$ cat src/rtl/seq_pattern_tx.sv
`timescale 1ns/1ps
`default_nettype none
// ============================================================================
// Module      : seq_pattern_tx
// Description : Serial pattern transmitter. It latches a bit pattern of up to
//               PAT_W bits and shifts it out MSB-first, once or repeatedly,
//               with optional idle gaps between repetitions. All outputs are
//               registered.
// Options     : Defining SEQ_TX_GAP_EN compiles in the GAP state. Without it,
//               the gap port is ignored and repetitions are back-to-back.
// Revision    : 1.0 - initial release
// ============================================================================
module seq_pattern_tx #(
  parameter int PAT_W = 8
) (
  input  logic             clk,
  input  logic             rst,
  input  logic             start,
  input  logic             stop,
  input  logic [PAT_W-1:0] pattern,
  input  logic [3:0]       pat_len,
  input  logic [3:0]       reps,
  input  logic [3:0]       gap,
  output logic             x_out,
  output logic             valid,
  output logic             busy,
  output logic             frame,
  output logic             done
);

  localparam logic [3:0]       c_pat_w = 4'(PAT_W);
  localparam logic [PAT_W-1:0] c_one   = PAT_W'(1);

`ifdef SEQ_TX_GAP_EN
  typedef enum logic [1:0] {IDLE = 2'd0, SEND = 2'd1, GAP = 2'd2} state_t;
`else
  typedef enum logic [1:0] {IDLE = 2'd0, SEND = 2'd1} state_t;
  // The gap port stays on the interface but has no function in this build.
  logic unused_gap;
  assign unused_gap = ^gap;
`endif

  state_t             state_q, state_d;
  logic [PAT_W-1:0]   pat_q, pat_d;
  logic [3:0]         len_q, len_d;
  logic [3:0]         reps_q, reps_d;
  logic [3:0]         bit_idx_q, bit_idx_d;
  logic [3:0]         rep_cnt_q, rep_cnt_d;
  logic               stop_q, stop_d;
`ifdef SEQ_TX_GAP_EN
  logic [3:0]         gap_q, gap_d;
  logic [3:0]         gap_cnt_q, gap_cnt_d;
`endif
  logic               x_out_q, x_out_d;
  logic               valid_q, valid_d;
  logic               busy_q, busy_d;
  logic               frame_q, frame_d;
  logic               done_q, done_d;

  // Helper terms shared by the next-state logic.
  logic [3:0]         len_clamp;
  logic               stop_seen;
  logic [3:0]         rep_inc;
  logic               last_rep;
  logic               last_rep_next;

  // Next-state and next-output logic. The outputs are computed for the cycle
  // being entered, so the decision to flag done is made one bit ahead and the
  // registered done_q then tells the FSM whether to stop after this bit.
  always_comb begin
    state_d   = state_q;
    pat_d     = pat_q;
    len_d     = len_q;
    reps_d    = reps_q;
    bit_idx_d = bit_idx_q;
    rep_cnt_d = rep_cnt_q;
    stop_d    = stop_q;
`ifdef SEQ_TX_GAP_EN
    gap_d     = gap_q;
    gap_cnt_d = gap_cnt_q;
`endif
    x_out_d   = 1'b0;
    valid_d   = 1'b0;
    busy_d    = 1'b0;
    frame_d   = 1'b0;
    done_d    = 1'b0;

    len_clamp     = (pat_len > c_pat_w) ? c_pat_w : pat_len;
    stop_seen     = stop_q | stop;
    // Saturating repetition count: never wraps back into a matching value.
    rep_inc       = (rep_cnt_q == 4'hF) ? 4'hF : rep_cnt_q + 4'd1;
    last_rep      = (reps_q != 4'd0) && (rep_cnt_q == reps_q);
    last_rep_next = (reps_q != 4'd0) && (rep_inc == reps_q);

    case (state_q)
      IDLE: begin
        // stop is deliberately not sampled here.
        if (start && (pat_len != 4'd0)) begin
          state_d   = SEND;
          pat_d     = pattern;
          len_d     = len_clamp;
          reps_d    = reps;
`ifdef SEQ_TX_GAP_EN
          gap_d     = gap;
`endif
          rep_cnt_d = 4'd1;
          stop_d    = 1'b0;
          bit_idx_d = len_clamp - 4'd1;
          done_d    = (len_clamp == 4'd1) && (reps == 4'd1);
        end
      end

      SEND: begin
        stop_d = stop_seen;
        if (bit_idx_q != 4'd0) begin
          bit_idx_d = bit_idx_q - 4'd1;
          done_d    = (bit_idx_q == 4'd1) && (last_rep || stop_seen);
        end else if (done_q) begin
          state_d = IDLE;
          stop_d  = 1'b0;
        end
`ifdef SEQ_TX_GAP_EN
        else if (gap_q != 4'd0) begin
          state_d   = GAP;
          gap_cnt_d = gap_q;
          done_d    = (gap_q == 4'd1) && stop_seen;
        end
`endif
        else begin
          rep_cnt_d = rep_inc;
          bit_idx_d = len_q - 4'd1;
          done_d    = (len_q == 4'd1) && (last_rep_next || stop_seen);
        end
      end

`ifdef SEQ_TX_GAP_EN
      GAP: begin
        stop_d = stop_seen;
        if (gap_cnt_q == 4'd1) begin
          if (done_q) begin
            state_d = IDLE;
            stop_d  = 1'b0;
          end else begin
            state_d   = SEND;
            rep_cnt_d = rep_inc;
            bit_idx_d = len_q - 4'd1;
            done_d    = (len_q == 4'd1) && (last_rep_next || stop_seen);
          end
        end else begin
          gap_cnt_d = gap_cnt_q - 4'd1;
          done_d    = (gap_cnt_q == 4'd2) && stop_seen;
        end
      end
`endif

      default: begin
        state_d = IDLE;
      end
    endcase

    // Data-path outputs follow directly from the state being entered.
    busy_d  = (state_d != IDLE);
    valid_d = (state_d == SEND);
    x_out_d = valid_d && |(pat_d & (c_one << bit_idx_d));
    frame_d = valid_d && (bit_idx_d == 4'd0);
  end

  // State, counters and output registers with asynchronous reset.
  always_ff @(posedge clk or posedge rst) begin
    if (rst) begin
      state_q   <= IDLE;
      pat_q     <= '0;
      len_q     <= '0;
      reps_q    <= '0;
      bit_idx_q <= '0;
      rep_cnt_q <= '0;
      stop_q    <= 1'b0;
`ifdef SEQ_TX_GAP_EN
      gap_q     <= '0;
      gap_cnt_q <= '0;
`endif
      x_out_q   <= 1'b0;
      valid_q   <= 1'b0;
      busy_q    <= 1'b0;
      frame_q   <= 1'b0;
      done_q    <= 1'b0;
    end else begin
      state_q   <= state_d;
      pat_q     <= pat_d;
      len_q     <= len_d;
      reps_q    <= reps_d;
      bit_idx_q <= bit_idx_d;
      rep_cnt_q <= rep_cnt_d;
      stop_q    <= stop_d;
`ifdef SEQ_TX_GAP_EN
      gap_q     <= gap_d;
      gap_cnt_q <= gap_cnt_d;
`endif
      x_out_q   <= x_out_d;
      valid_q   <= valid_d;
      busy_q    <= busy_d;
      frame_q   <= frame_d;
      done_q    <= done_d;
    end
  end

  assign x_out = x_out_q;
  assign valid = valid_q;
  assign busy  = busy_q;
  assign frame = frame_q;
  assign done  = done_q;

endmodule
`default_nettype wire
$ cat config.mk
export PLATFORM = sky130hd
export DESIGN_NAME = seq_pattern_tx
export DESIGN_NICKNAME = d
export VERILOG_FILES = /design/src/rtl/seq_pattern_tx.sv
export SDC_FILE = /design/constraint.sdc
export NUM_CORES = 1
export LEC_CHECK = 0
export BUFFER_PORTS_ARGS = -buffer_cell sky130_fd_sc_hd__buf_2
export CAP_MARGIN = 10
export CORE_MARGIN = 4
export CORE_UTILIZATION = 51
export CTS_CLUSTER_DIAMETER = 120
export DETAILED_ROUTE_END_ITERATION = 10
export PLACE_DENSITY = 0.76
export REMOVE_ABC_BUFFERS = 1
export SLEW_MARGIN = 20
export SYNTH_ARGS = -nofsm -noshare
export SYNTH_HDL_FRONTEND = slang
export SYNTH_SLANG_ARGS = --single-unit
$ cat constraint.sdc
create_clock -name clk -period 2.2 [get_ports clk]
set_clock_uncertainty 0.05 [all_clocks]
set_input_delay 0.44 -clock clk [delete_from_list [all_inputs] [get_ports clk]]
set_output_delay 0.44 -clock clk [all_outputs]
set_load 0.005 [all_outputs]
* Yosys cells after proc, flatten, opt, wreduce, memory -nomap -nowiden
Cells that the tools add are included.
** Operators by class
- Shift operators :: 1
- Bitwise operators :: 2
- Mux-type cells :: 24
- Equality and inequality tests :: 12
- Magnitude comparators :: 1
- Reduce and logical (&&, ||, !) cells :: 21
- Add/sub/neg operators :: 4
** Operators with widths (number)
- two-way mux 4 bit :: 8
- equality test 4 x 1 -> 1 bit, second input constant :: 4
- two-way mux 8 bit :: 2
- one-hot mux 4 bit (2 select lines) :: 2
- nonzero test 4 bit :: 3
- subtractor 4 x 1 -> 4 bit, second input constant :: 3
- AND 8 bit :: 1
- equality test 4 bit :: 2
- logical AND 1 bit :: 8
- OR reduction 8 bit :: 1
- left shift 1 x 4 -> 8 bit, first input constant :: 1
- two-way mux 1 bit :: 6
- two-way mux 2 bit :: 3
- != test 2 bit, second input constant :: 3
- adder 4 x 1 -> 4 bit, second input constant :: 1
- equality test 2 x 1 -> 1 bit, second input constant :: 2
- equality test 4 bit, second input constant :: 1
- greater-than comparator 4 bit, second input constant :: 1
- zero test 4 bit :: 1
- one-hot mux 1 bit (2 select lines) :: 2
- one-hot mux 2 bit (2 select lines) :: 1
- AND reduction 2 bit :: 2
- AND reduction 4 bit :: 1
- nonzero test 2 bit :: 2
- other kinds (3) :: 4
** Storage, ports and cells
- Word-level logic and storage cells :: 77
- Input bits :: 24
- Register bits :: 32
- Output and inout port bits :: 5

* Longest topological paths before layout
Gate-level depths: netlist of the first run.
- Depth after elaboration :: 9
- Gate-level depth with buffers :: 8
- Gate-level depth less buffers :: 8

* Worst setup path before layout of the first run
Ideal clock, no wire load.
- Path type :: register -> register
- Start point :: register bit_idx_q[0]
- End point :: register x_out_q, in the netlist x_out
- Arrival :: 2.152 ns
- Period minus slack after synthesis :: 2.332 ns
- Stages on the path, launching flop included :: 9
- Slack :: -0.132 ns
- Path buffers :: 0
- Cell sequence :: dfrtp_1 > inv_1 > ha_1 > or3b_1 > or3_1 > o21ai_0 > a221o_1 > a2111oi_0 > o41a_1
** Between the ends
- Longest elaborated chain between the ends :: 7
- Elaborated cells between the ends (all ways) :: 13
- Those cells by class :: 1 x add/sub; 1 x eq/ne; 1 x shift; 6 x mux; 1 x bitwise; 3 x reduce/logical
** RTL lines
- start, declared :: line 47 : logic [3:0] bit_idx_q, bit_idx_d;
- start signal, assigned :: line 192 : bit_idx_q <= bit_idx_d;
- subtractor 4 x 1 -> 4 bit, or another cell as far along :: line 116 : bit_idx_d = bit_idx_q - 4'd1;
- two-way mux 4 bit :: line 115 : if (bit_idx_q != 4'd0) begin
- one-hot mux 4 bit (2 select lines) (*) :: line 95 : case (state_q)
- net bit_idx_d[0] :: line 47
- left shift 1 x 4 -> 8 bit (*) :: line 164 : x_out_d = valid_d && |(pat_d & (c_one << bit_idx_d));
- AND 8 bit (*) :: line 164
- OR reduction 8 bit (*) :: line 164
- logical AND 1 bit (*) :: line 164
- net x_out_d :: line 54 : logic x_out_q, x_out_d;
- end signal, assigned :: line 199 : x_out_q <= x_out_d;
- end, declared :: line 54
Mark *: on every way through the listed nets, which the timed path passes. The rest lies on a longest branch.
A chain may end at the register's enable or synchronous reset.

* Worst setup path in the final report of the first run
- Start point :: register bit_idx_q[0]
- End point :: register x_out_q, in the netlist x_out
** Between the ends
- Longest elaborated chain between the ends :: 7
- Elaborated cells between the ends (all ways) :: 13
- Those cells by class :: 1 x add/sub; 1 x eq/ne; 1 x shift; 6 x mux; 1 x bitwise; 3 x reduce/logical
** RTL lines (line)
- subtractor 4 x 1 -> 4 bit / nonzero test 4 bit (equally long branches) :: 116, 115
- two-way mux 4 bit (*) :: 115
- one-hot mux 4 bit (2 select lines) (*) :: 95
- net bit_idx_d[2] :: 47
- left shift 1 x 4 -> 8 bit (*) :: 164
- AND 8 bit (*) :: 164
- OR reduction 8 bit (*) :: 164
- logical AND 1 bit (*) :: 164
- net x_out_d :: 54
Marked as above.

==> flow_summary.toml, run 1 <==
[global_route]
grt_use_total_pct = 19.7
grt_max_degree = 33
antenna_found_initial = 0
gr-total-overflow = 0
grt_pass1_vias = 1635
grt_pass1_wl_um = 7620

[clocking]
cts.htree.levels = 2
numClockSinks = 32
root_buffer = "clkbuf_8"
tritoncts = "yes"
insertion_delay_ns = 0.29
cts_buffers = 5
ctsLongestPathBuffers = 2
hold_buffers = 0
clk_pin_slew_ns = 0.07

[setup_path]
required_ns = 2.32
critPathCaptureType = "register"
critPathKind = "register to register"
arrival_ns = 2.48
crit_fanout = 5
start_kind = "register"
rr_startpoint = "bit_idx_q[0]"
crit_start = "bit_idx_q[0]"

[cells_and_area]
layoutNonFillerInstCount = 309
final_layout_size_suffix_gt1_share_pct = 34.2
final_util_pct = 72.4
fin_nets = 294
area_growth_pct = 32.2
diodes = 0
stdcell_area_um2 = 2510

[detailed_routing]
routed_wl_um = 4710
first_pass_iters = 4
antenna_left = 0
drc = 0
drt_iter0_markers = 119
vias = 1675
viasPerCell = 5.42
routedWlPerCell_um = 15.3

[hold_path]
min_path_type = "input port to asynchronous set/reset pin"

[placement]
dp_hpwl_um = 3290
placed_area_um2 = 2280
io_buffers = 24
dp_cells = 297
gp_congestion = 0.873

[power]
p_leak_nw = 1.23
peakVddDrop_v = 0.000468
p_per_area_nw_per_um2 = 984
design_power_total_mw = 2.47

[sta]
rsz0062_at_grt = "true"
min_period_ns = 2.36
setup_violations = 1
max_slew.worst_pin.slew_ns = 0.522
max_slew_margin_pct = 64.3
finalCritPeriodShare_pct = 107
clock.fmax_mhz = 424
drv_slew = 0
final.setup.worst_slack_ns = -0.159
timing.hold.ws_ns = 0.170
hold_viol = 0

[status]
violations = "setup timing"
status = "finished with violations"

[logic_synthesis]
ys_ff_latch = 32
synth_edf_count = 0
yosysSeqAreaShare_pct = 42.2
synth-main-ff-cell = "dfrtp_1"
syn_area_per_cell_um2 = 9.35
synthTopCellsByArea = "dfrtp_1 (42%), nand2_1 (6.5%), ha_1 (5.3%)"
synth_top_cell_by_area = "dfrtp_1"
synth_cell_types = 49
synth_area_um2 = 1900
netlist.area_leader.share_pct = 42.2
async_flop_share_pct = 100
yosysWarnings = 0
synthCells = 203

[die]
dieArea_um2 = 4760
rows = 21
die_y_um = 69.0
die_w_um = 69.0
core_um2 = 3470
pin_count = 29
initial_utilization_pct = 54.7

[flow_run]
drv_cap = 0
==> timing repair <==
item | in CTS | in global routing
buffers inserted | 3 | 2
pin swaps | 3 | 3
setup endpoints to repair | 7 | 7
gates resized for setup | 10 | 7
==> path summary, 6_finish.rpt <==
kind | slack, ns | cells after the start | endpoint
max reg2reg | -0.16 | 8 | x_out
max | -0.16 | 8 | x_out
min | 0.17 | 3 | reps_q[1]
min reg2reg | 0.43 | 2 | pat_q[0]
max in group asynchronous | 1.63 | 3 | pat_q[3]
min in group clk | 0.30 | 3 | pat_q[0]
==> cells in the final DEF, fill, tap and decap left out, types with 6 or more instances in the layout <==
cell type	instances
dfrtp_1	32
nand2_1	32
buf_4	36
nor2_1	12
o21ai_0	11
clkbuf_8	7
a21oi_1	6
ha_1	7
mux2_2	7
inv_1	9
buf_2	24
==> critical path, stage by stage, from the launching register on <==
cell	delay (ns)
dfrtp_1	0.39
inv_2	0.08
ha_4	0.14
or3b_4	0.41
nand4b_1	0.14
nand3_1	0.15
a221oi_4	0.28
and4b_1	0.23
o41a_1	0.36
==> power by group <==
part           switching, mW  internal, mW  total [mW]
Clock                  0.215         0.399       0.615
Sequential             0.120         0.713       0.832
Combinational          0.480         0.543        1.02
==> flip-flops by register name (all words and copies together), names as in the netlist <==
| name | cells |
|---|---|
| bit_idx_q | 4 |
| valid | 1 |
| reps_q | 4 |
| pat_q | 8 |
| done | 1 |
| frame | 1 |
| len_q | 4 |
| stop_q | 1 |
| busy | 1 |
| rep_cnt_q | 4 |
| state_q | 2 |
| x_out | 1 |
==> metrics by stage <==
step	setup WS, ns	setup TNS [ns]
finish	-0.159	-0.159
global route	-0.211	-0.233
CTS	-0.122	-0.122
detailed placement	-0.287	-0.495
global placement	-0.271	-0.387
floorplan	-0.374	-0.374
==> cell type report <==
class / count / area (um^2)
clock buffers: 7 / 96.3
clock inverters: 1 / 30.0
fillers: 273 / 958
inverters: 11 / 41.3
multi-input cells: 152 / 1090
flip-flops and latches: 32 / 801
well taps: 46 / 57.6
repair buffers: 60 / 390
==> synth_stat cells (5+ instances only) <==
| library cell | n |
|---|---|
| nor3b_1 | 5 |
| a21oi_1 | 7 |
| nand3_1 | 5 |
| nand2b_1 | 5 |
| ha_1 | 8 |
| mux2_2 | 7 |
| nand2_1 | 33 |
| xor2_1 | 5 |
| or3_1 | 5 |
| inv_1 | 11 |
| clkbuf_1 | 6 |
| nor2_1 | 12 |
| o21ai_0 | 12 |
| dfrtp_1 | 32 |
==> layer usage <==
metal	track usage, %	part of all wire [%]	wire, um	vias to the layer above
met5	0	0	0	-
met4	6.94	1.6	77	0
met3	4.36	4.7	222	9
met2	30.4	48	2270	44
met1	27.2	45	2140	793
li1	-	-	-	829
==> kinds of logic after synthesis <==
family          count (synthesis)  synth area share (%)
xor+xnor                        9                  4.15
simple gates                   87                  24.3
compound gates                 39                  15.0
mux                             8                  4.68
other cells                     1                 0.198
fa+ha+maj                       8                  5.27
buf+inv                        19                  4.22
flops                          32                  42.2
(Power assumes the default switching activity.)
==> inputs of run 2 (changes only) <==
Settings changed: CORE_ASPECT_RATIO set to 1.1, GPL_ROUTABILITY_DRIVEN set to 0.
==> run 2 against run 1 <==
The run still ends with setup timing left. Die area hardly changed. Utilization is 0.47 points lower. Critical path depth is 1 higher. Sequential share of layout area is 0.21 points higher. Sequential power hardly changed. Combinational power hardly changed. Global-route usage is 1.6 points higher. Largest cell class unchanged. Cell count is 2.6% higher.
==> flow_summary.toml, run 2 (synthesized netlist as in run 1, its figures left out) <==
[clocking]
cts.htree.levels = 2
numClockSinks = 32
tritoncts = "yes"
cts_buffers = 5
ctsLongestPathBuffers = 2
hold_buffers = 0
clk_pin_slew_ns = 0.10
insertion_delay_ns = 0.33
root_buffer = "clkbuf_4"

[global_route]
grt_use_met1_pct = 24.0
grt-busiest-layer = "met2"
grt_pass1_wl_um = 7810
antenna_found_initial = 0
gr-total-overflow = 0
grt_max_degree = 33
grt_use_total_pct = 21.3
grt_use_met2_pct = 38.6
grt_pass1_vias = 1752
met3_usage_pct = 4.49

[sta]
drv_slew = 0
rsz0062_at_grt = "true"
setup_violations = 2
finalCritPeriodShare_pct = 108
min_period_ns = 2.37
max_slew_margin_pct = 64.5
max_slew.worst_pin.slew_ns = 0.528
clock.fmax_mhz = 422
final.setup.worst_slack_ns = -0.167
setup_tns_ns = -0.299
hold_viol = 0

[cells_and_area]
fin_nets = 301
layoutNonFillerInstCount = 317
final_common_cell = "buf_4"
final_util_pct = 71.9
area_growth_pct = 31.4
mostFrequentLayoutCells = "buf_4 (42), nand2_1 (33), dfrtp_1 (32)"
diodes = 0
largest_reg_flops = 8
largest_register = "pat_q"
final_layout_size_suffix_gt1_share_pct = 34.9

[setup_path]
critPathCaptureType = "register"
required_ns = 2.37
crit_fanout = 5
slowest_delay_ns = 0.41
slowest_stage = "dfrtp_1"
critPathKind = "register to register"
arrival_ns = 2.53
path_cells = "inv_2 > ha_4 > or3b_4 > nor4_2 > buf_4 > a211oi_2 > a21o_1 > and4b_1 > o41a_1"
start_kind = "register"

[detailed_routing]
routed_wl_um = 4990
first_pass_iters = 4
drc = 0
viasPerCell = 5.59
antenna_left = 0
routedWlPerCell_um = 15.7
vias = 1773
drt_iter0_markers = 97

[power]
p_leak_nw = 1.23
peakVddDrop_v = 0.000589
p_per_area_nw_per_um2 = 878
design_power_total_mw = 2.19

[placement]
dp_slack_ns = -0.314
dp_cells = 302
dp_hpwl_um = 3460
io_buffers = 24

[die]
pin_count = 29
initial_utilization_pct = 54.7
die_y_um = 72.0
die_w_um = 66.2
rows = 22
core_um2 = 3470
dieArea_um2 = 4760

[flow_run]
drv_cap = 0

[hold_path]
min_path_type = "input port to asynchronous set/reset pin"

[status]
status = "finished with violations"
violations = "setup timing"
## run 2: changes by cell type in the layout (fill, tap and decap cells not counted), moves of 2 or more
cell      delta
buf_4        +6
clkbuf_4     +5
clkbuf_8     -7
nor4b_2      -2
## run 2: layer usage
| layer | part of all wire [%] | vias up |
|---|---|---|
| li1 | - | 846 |
| met1 | 39 | 866 |
| met2 | 54 | 45 |
| met3 | 3.7 | 16 |
| met4 | 2.8 | 0 |
| met5 | 0 | - |
## run 2: power by group
part	total (mW)	leakage [nW]	switching, mW	internal [mW]
Sequential	0.835	0.402	0.124	0.711
Clock	0.315	0.0281	0.198	0.118
Combinational	1.04	0.800	0.496	0.541
Total	2.19	1.23	0.818	1.37
## run 2: worst max-delay path: cells and delay by family, from the launching register on
family | cells | cell delay [ns]
buffers and inverters | 2 | 0.27
AOI/OAI and AO/OA | 3 | 0.65
adders and majority gates | 1 | 0.13
DFF | 1 | 0.41
and+or+nand+nor | 3 | 0.75
## run 2: path summary, 6_finish.rpt
| path | start | endpoint | slack, ns | cells past startpoint |
|---|---|---|---|---|
| max | bit_idx_q[1] | x_out | -0.17 | 9 |
| min | rst | frame | 0.13 | 3 |
| max reg2reg | bit_idx_q[1] | x_out | -0.17 | 9 |
| min reg2reg | pat_q[5] | pat_q[5] | 0.44 | 2 |
| max in group asynchronous | rst | done | 1.68 | 3 |
| min in group clk | pattern[1] | pat_q[1] | 0.26 | 3 |
## run 2: repair_timing
item                       4_1_cts  5_1_grt
pin swaps                        1        4
cloned                           0        1
buffers inserted                 3        4
resized for setup                7        9
setup endpoints to repair        2        4
## run 2: area by class of cell
type	instances	area (um^2)
Fill cell	271	975
Timing Repair Buffer	66	435
Sequential cell	32	801
Clock inverter	1	5.00
Multi-Input combinational cell	153	1110
Inverter	11	41.3
Clock buffer	6	41.3
Tap cell	48	60.1
## run 2: stage by stage
stage | hold WS, ns | instance area, um^2
2_1_floorplan | 0.390 | 1860
3_3_place_gp | 0.408 | 2300
3_5_place_dp | 0.423 | 2300
4_1_cts | 0.126 | 2410
5_1_grt | 0.133 | 2490
6_report | 0.127 | 2490
